**config.mk**
```make
export PLATFORM = sky130hd
export DESIGN_NAME = cdb_arbiter
export DESIGN_NICKNAME = d
export VERILOG_FILES = /design/src/rtl/cdb_pkg.sv /design/src/rtl/rr_arbiter4.sv /design/src/rtl/cdb_arbiter.sv
export SDC_FILE = /design/constraint.sdc
export NUM_CORES = 1
export LEC_CHECK = 0
export CAP_MARGIN = 5
export CORE_ASPECT_RATIO = 0.8
export CORE_MARGIN = 2
export CORE_UTILIZATION = 37
export CTS_CLUSTER_DIAMETER = 40
export DETAILED_ROUTE_END_ITERATION = 10
export GPL_ROUTABILITY_DRIVEN = 0
export PLACE_DENSITY = 0.95
export SETUP_SLACK_MARGIN = 0.05
export SYNTH_ARGS = -nofsm -noshare
export SYNTH_HDL_FRONTEND = slang
export SYNTH_SLANG_ARGS = --single-unit
```
**constraint.sdc**
```tcl
create_clock -name clk -period 5 [get_ports clk]
set_input_delay 1 -clock clk [delete_from_list [all_inputs] [get_ports clk]]
set_output_delay 1 -clock clk [all_outputs]
set_load 0.02 [all_outputs]
```
**src/rtl/cdb_pkg.sv**
```systemverilog
// Shared types for the common data bus arbiter: unit indices and the broadcast packet.
// The packet fields are sized by CDB_TAG_W / CDB_DATA_W, which match the arbiter's default parameters.
package cdb_pkg;

    localparam int NUM_UNITS  = 4;
    localparam int CDB_TAG_W  = 6;
    localparam int CDB_DATA_W = 32;

    typedef enum logic [1:0] {
        UNIT_ALU = 2'd0,
        UNIT_MUL = 2'd1,
        UNIT_DIV = 2'd2,
        UNIT_LSU = 2'd3
    } unit_e;

    typedef struct packed {
        logic                  valid;
        logic [CDB_TAG_W-1:0]  tag;
        logic [CDB_DATA_W-1:0] data;
        unit_e                 src;
    } cdb_pkt_t;

    // Successor in the round-robin order; the 2-bit add wraps LSU back to ALU.
    function automatic unit_e next_unit(input unit_e u);
        return unit_e'(u + 2'd1);
    endfunction

endpackage

```
**src/rtl/rr_arbiter4.sv**
```systemverilog
// Four-way rotating-priority selector: the first requester found starting at i_ptr wins.
// Purely combinational; the pointer register lives in the parent.
module rr_arbiter4
    import cdb_pkg::*;
(
    input  logic [NUM_UNITS-1:0] i_req,
    input  logic [1:0]           i_ptr,
    output logic [NUM_UNITS-1:0] o_gnt,
    output logic [1:0]           o_idx,
    output logic                 o_any
);

    logic [1:0] w_cand;

    always_comb begin
        o_gnt  = '0;
        o_idx  = '0;
        o_any  = 1'b0;
        w_cand = '0;
        // Scan from the lowest priority upward so the highest-priority hit is the last one written.
        for (int off = NUM_UNITS - 1; off >= 0; off--) begin
            w_cand = i_ptr + 2'(off);
            if (i_req[w_cand]) begin
                o_idx = w_cand;
                o_any = 1'b1;
            end
        end
        o_gnt[o_idx] = o_any;
    end

endmodule

```
**src/rtl/cdb_arbiter.sv**
```systemverilog
// Common data bus arbiter: grants one of four result producers per cycle and broadcasts it one cycle later.
// Build option: define CDB_FIXED_PRIORITY_EN for fixed priority ALU > MUL > DIV > LSU (no rotating pointer).
module cdb_arbiter
    import cdb_pkg::*;
#(
    parameter int WIDTH = 32,
    parameter int TAG_W = 6
) (
    input  logic                             clk,
    input  logic                             rst,
    input  logic [NUM_UNITS-1:0]             req_valid_i,
    input  logic [NUM_UNITS-1:0][TAG_W-1:0]  req_tag_i,
    input  logic [NUM_UNITS-1:0][WIDTH-1:0]  req_data_i,
    output logic [NUM_UNITS-1:0]             req_ready_o,
    output logic                             cdb_valid_o,
    output logic [TAG_W-1:0]                 cdb_tag_o,
    output logic [WIDTH-1:0]                 cdb_data_o,
    output logic [1:0]                       cdb_src_o
);

    logic [NUM_UNITS-1:0] w_gnt;
    logic [1:0]           w_idx;
    logic                 w_any;
    logic [1:0]           w_ptr;
    logic                 w_xfer;
    cdb_pkt_t             r_pkt;

`ifdef CDB_FIXED_PRIORITY_EN
    assign w_ptr = 2'd0;
`else
    unit_e r_ptr;

    always_ff @(posedge clk or posedge rst) begin
        if (rst) begin
            r_ptr <= UNIT_ALU;
        end else if (w_xfer) begin
            r_ptr <= next_unit(unit_e'(w_idx));
        end
    end

    assign w_ptr = r_ptr;
`endif

    rr_arbiter4 u_rr_arbiter4 (
        .i_req (req_valid_i),
        .i_ptr (w_ptr),
        .o_gnt (w_gnt),
        .o_idx (w_idx),
        .o_any (w_any)
    );

    // Grants are masked by reset so nothing is accepted while the bus is being cleared.
    assign req_ready_o = rst ? '0 : w_gnt;
    assign w_xfer      = w_any & ~rst;

    always_ff @(posedge clk or posedge rst) begin
        if (rst) begin
            r_pkt <= '0;
        end else begin
            r_pkt.valid <= w_xfer;
            if (w_xfer) begin
                r_pkt.tag  <= CDB_TAG_W'(req_tag_i[w_idx]);
                r_pkt.data <= CDB_DATA_W'(req_data_i[w_idx]);
                r_pkt.src  <= unit_e'(w_idx);
            end
        end
    end

    assign cdb_valid_o = r_pkt.valid;
    assign cdb_tag_o   = TAG_W'(r_pkt.tag);
    assign cdb_data_o  = WIDTH'(r_pkt.data);
    assign cdb_src_o   = r_pkt.src;

endmodule

```
==> flow_summary_export.csv, run 1 <==
group,metric,value,unit
floorplan,core_area,6990,sq um
finish,diodes,0,
cts,clk_pin_slew,70,ps
place,place.port_buffers,202,
cts,cts_buffer_depth,2,
synthesis,synth_edf_count,0,
sta,period_share,0.816,
synthesis,synth_area,2730,sq um
power,vdd_drop_max,0.000196,V
drt,routedWlPerCell,17.1,um
sta,skew,2.55,ps
sta,slew_headroom,0.384,
power,power_density,395,nW/um^2
synthesis,synth_nets,408,
global_route,grt_pass1_wl,14000,um
floorplan,start_util,0.390,
sta,setup_tns,0,ps
global_route,grt_overflow,0,
floorplan,dieArea,8080,sq um
drt,via_per_inst,5.23,
cts,cts_resized,0,
outcome,outcome,"completed",
sta,worst_slew_pin_slew,924,ps
global_route,grt_usage,0.220,
setup_path,cp.required,4000,ps
drt,initialDrtViolationCount,50,
synthesis,synthArstFlopShare,1.00,
finish,multi_input_area,1470,sq um
sta,drv_slew,0,
finish,regArea,1080,sq um
cts,cts_buffers,5,
synthesis,avgSynthCellArea,10.9,sq um
sta,fin_crit,4080,ps
min_path,hp-class,"reg2reg",
cts,cts_tree,"done",
place,dp_hpwl,7110,um
synthesis,ys.flop_type,"dfrtp_1",
finish,final_cell_mix,"clkdlybuf4s50_1 (202), mux2i_1 (76), nand2_1 (46)",
setup_path,crit_type,"in2out",
floorplan,fp.dieW,100,um
synthesis,yosysSeqAreaShare,0.395,
sta,hold_violations,0,
cts,htreeDepth,2,
synthesis,netlist_instances,250,
drt,route.detailed.drc,0,
setup_path,cp-end-kind,"output pin",
drt,vias,2761,
drt,dr.pass1.iters,4,
drt,routed_wl,9010,um
finish,drive_gt1_frac,0.0544,
synthesis,ys_warn_count,0,
sta,setup-violations-final,0,
synthesis,synth_cell_types,23,
sta,rsz0062_at_grt,"false",
setup_path,worstSetupStartpointType,"input port",
global_route,grt_max_degree,44,
cts,cts_root_buffer,"clkbuf_8",
flow_run,drv_cap,0,
finish,area_growth,76.0,%
floorplan,ios,203,
finish,nFillCells,530,
drt,ant_nets,0,
global_route,antenna_found_initial,0,
sta,max_freq,0.245,GHz
finish,fin_util,0.686,
setup_path,arrival,3080,ps
floorplan,rows,27,
finish,final_common_cell,"clkdlybuf4s50_1",
setup_path,crit_path_max_fanout,7,
cts,cts_setup_buffers,0,
cts,cts_hold_buf,0,
global_route,grt_pass1_vias,2860,
finish,layout.nets,600,
cts,cts.sinks,43,
floorplan,fp.dieH,80.8,um
cts,clock_latency,280,ps
power,p_leak,2.08,nW
synthesis,synth-seq-cells,43,
-- Yosys cell counts (3+ instances only) --
master,n,area [sq um]
inv_1,3,11.3
o221ai_2,10,150
buf_6,11,124
dfrtp_1,43,1080
buf_2,4,20.0
nor2_1,6,22.5
o221ai_1,28,245
mux2i_1,76,761
clkbuf_1,5,18.8
nand2_1,46,173
-- flip-flops by register name, summed over array words and instances, names as in the netlist --
signal and cells:
cdb_data_o 32, cdb_tag_o 6, cdb_src_o 2, r_ptr 2
cdb_valid_o 1
-- worst max-delay path, cell delays in order --
cell	delay, ps
clkdlybuf4s50_1	510
nand2b_1	150
a21oi_1	60
o32ai_2	510
and3_1	250
clkdlybuf4s50_1	600
-- through the flow --
step / instances / power [mW] / hold slack, ps / worst slack [ps] / cell area (sq um)
after floorplan: 250 / 1.25 / 480 / 1040 / 2730
after global placement: 522 / 1.67 / 461 / 1040 / 4730
after detailed placement: 522 / 1.71 / 478 / 927 / 4730
after CTS: 528 / 1.91 / 493 / 921 / 4800
after global routing: 528 / 2.01 / 515 / 835 / 4800
final: 528 / 1.90 / 491 / 921 / 4800
-- path summary, 6_finish.rpt --
| path | startpoint | to | slack [ps] | cells after the start |
|---|---|---|---|---|
| max | req_valid_i[1] | req_ready_o[0] | 920 | 6 |
| min | cdb_src_o[1] | cdb_src_o[1] | 490 | 2 |
| min in group asynchronous | rst | r_ptr[0] | 1200 | 3 |
| min reg2reg | cdb_src_o[1] | cdb_src_o[1] | 490 | 2 |
| max reg2reg | r_ptr[1] | cdb_data_o[16] | 2660 | 5 |
| max in group asynchronous | rst | cdb_data_o[14] | 3430 | 3 |
-- logic make-up after synthesis --
family                    after synthesis  synth area share
muxes                                  76             0.279
and+or+nand+nor                        60            0.0895
AOI/OAI and AO/OA                      45             0.164
DFF                                    43             0.395
buffers and inverters                  25            0.0693
xor gates and xnor gates                1           0.00321
-- area by class of cell --
| cell class | instances | share of cell area |
|---|---|---|
| clock buffers | 6 | 0.0151 |
| multi-input cells | 182 | 0.306 |
| flip-flops and latches | 43 | 0.224 |
| repair buffers | 207 | 0.429 |
| well taps | 87 | 0.0227 |
| inverters | 3 | 0.00235 |
-- report_power, final --
group	switching [mW]	internal (mW)
clock network	0.104	0.0932
registers	0.0801	0.481
logic	0.558	0.578
-- metal layers --
metal	GRT usage	vias up	share of wire
met2	0.398	124	0.52
met5	0	-	0
met3	0.0585	10	0.077
li1	-	1319	-
met4	0.0589	0	0.013
met1	0.262	1308	0.39
No activity file was read; power rests on OpenSTA's default activity.
==> run 2, diff against run 1 <==
- CORE_UTILIZATION: 37 -> 31
- PLACE_DENSITY: 0.95 -> 0.87
- clock period: 5 -> 3.45 ns (I/O delays scaled with it)
==> run 2 against run 1 <==
  * Cell count grew 5.3%
  * Worst hold slack lost 12 ps
  * Clock power grew 88%
  * Total power grew 49%
  * Clock-buffer cell count is the same
  * First-iteration DRC count grew 58%
==> flow_summary_export.csv, run 2 (synthesized netlist as in run 1, its figures left out) <==
group,metric,value,unit
place,place.port_buffers,202,
cts,cts_buffers,5,
cts,cts_setup_buffers,0,
sta,worst_slew_pin_slew,917,ps
setup_path,cp.required,2760,ps
power,vdd_drop_max,0.000281,V
sta,max_freq,0.303,GHz
setup_path,crit_buf_inv,2,
drt,routed_wl,9040,um
drt,route.detailed.drc,0,
cts,cts_root_buffer,"clkbuf_8",
floorplan,dieArea,9570,sq um
setup_path,path_cells,"clkdlybuf4s50_1 -> nor2b_1 -> a21o_1 -> a211o_4 -> nor3_1 -> clkdlybuf4s50_1",
outcome,outcome,"completed",
sta,rsz0062_at_grt,"false",
setup_path,cp_slowest_cell,"clkdlybuf4s50_1",
sta,fin_crit,3300,ps
global_route,grt_pass1_vias,2839,
place,dp_hpwl,7130,um
sta,hold_violations,0,
finish,diodes,0,
cts,cts_buffer_depth,2,
floorplan,start_util,0.320,
floorplan,fp.dieH,87.9,um
flow_run,drv_cap,0,
floorplan,rows,30,
cts,cts_tree,"done",
setup_path,cpPeakStageDelay,640,ps
power,p_leak,2.12,nW
sta,setup-violations-final,0,
finish,final_cell_mix,"clkdlybuf4s50_1 (201), mux2i_1 (76), nand2_1 (46)",
finish,area_growth,78.9,%
global_route,grt_overflow,0,
setup_path,crit_top_cell,"clkdlybuf4s50_1",
setup_path,crit_family,"buffers and inverters",
setup_path,arrival,2610,ps
setup_path,crit_path_max_fanout,6,
min_path,hp-class,"reg2reg",
power,power_density,580,nW/um^2
setup_path,worstSetupStartpointType,"input port",
drt,ant_nets,0,
cts,htreeDepth,2,
global_route,grt_max_degree,45,
cts,clock_latency,280,ps
sta,skew,3.60,ps
cts,cts.sinks,43,
finish,largest_reg_flops,32,
drt,vias,2749,
drt,initialDrtViolationCount,79,
setup_path,crit_type,"in2out",
sta,slew_headroom,0.389,
floorplan,core_area,8520,sq um
floorplan,ios,203,
cts,clk_pin_slew,80,ps
global_route,grt_pass1_wl,13800,um
global_route,antenna_found_initial,1,
sta,drv_slew,0,
global_route,grt_usage,0.185,
drt,via_per_inst,4.94,
finish,layout.nets,602,
floorplan,fp.dieW,109,um
drt,dr.pass1.iters,4,
setup_path,cp-end-kind,"output pin",
sta,setup_tns,0,ps
finish,final_common_cell,"clkdlybuf4s50_1",
drt,routedWlPerCell,16.3,um
finish,drive_gt1_frac,0.0608,
sta,period_share,0.958,
power,finalPower,2.83,mW
[run 2: final timing paths]
| check | slack [ps] | end | depth (start not counted) | startpoint |
|---|---|---|---|---|
| setup / recovery | 150 | req_ready_o[3] | 6 | req_valid_i[2] |
| hold / removal | 480 | cdb_src_o[1] | 2 | cdb_src_o[1] |
| setup reg to reg | 1180 | cdb_data_o[23] | 6 | r_ptr[0] |
| hold reg to reg | 480 | cdb_src_o[1] | 2 | cdb_src_o[1] |
| max in group asynchronous | 2190 | cdb_data_o[23] | 3 | rst |
| min in group asynchronous | 880 | cdb_data_o[22] | 3 | rst |
[run 2: power breakdown]
part           internal [mW]  total, mW  switching [mW]
Clock                  0.212      0.370           0.158
Sequential             0.697      0.817           0.120
Combinational          0.845       1.64           0.799
[run 2: metrics by stage]
step / worst slack, ps / area [sq um] / utilization / cells / hold slack, ps
2_1_floorplan: 109 / 2730 / - / 250 / 480
3_3_place_gp: 103 / 4770 / 0.560 / 549 / 460
3_5_place_dp: 74.0 / 4770 / 0.560 / 549 / 463
4_1_cts: 62.4 / 4870 / 0.572 / 556 / 483
5_1_grt: 64.6 / 4880 / 0.572 / 556 / 500
6_report: 146 / 4880 / 0.572 / 556 / 479
[run 2: worst reg2reg max path: stages, from the launching register on]
cell      delay (ps)
dfrtp_1          400
nand2b_1         170
nor2b_1          140
o32ai_2          200
buf_4            190
or2_2            690
o221ai_1         300
[run 2: layout make-up]
cell class,instances,area (sq um)
inverter,3,11.3
timing repair buffer,209,2080
multi-input combinational,182,1470
sequential,43,1080
clock buffer,6,72.6
clock inverter,1,30.0
fill,743,3640
tap,112,140
[run 2: what timing repair did]
item | CTS | global route
setup endpoints to repair | 0 | 2
resized for setup | 0 | 1
hold endpoints to repair | 0 | 0
hold buffers | 0 | 0
[run 2: routing by layer]
layer  vias up  global-route usage  wire, um
met3        10              0.0707       958
met2       128               0.340      4550
met5         -                   0        13
met1      1283               0.203      3420
met4         2              0.0443        98
li1       1326                   -         -
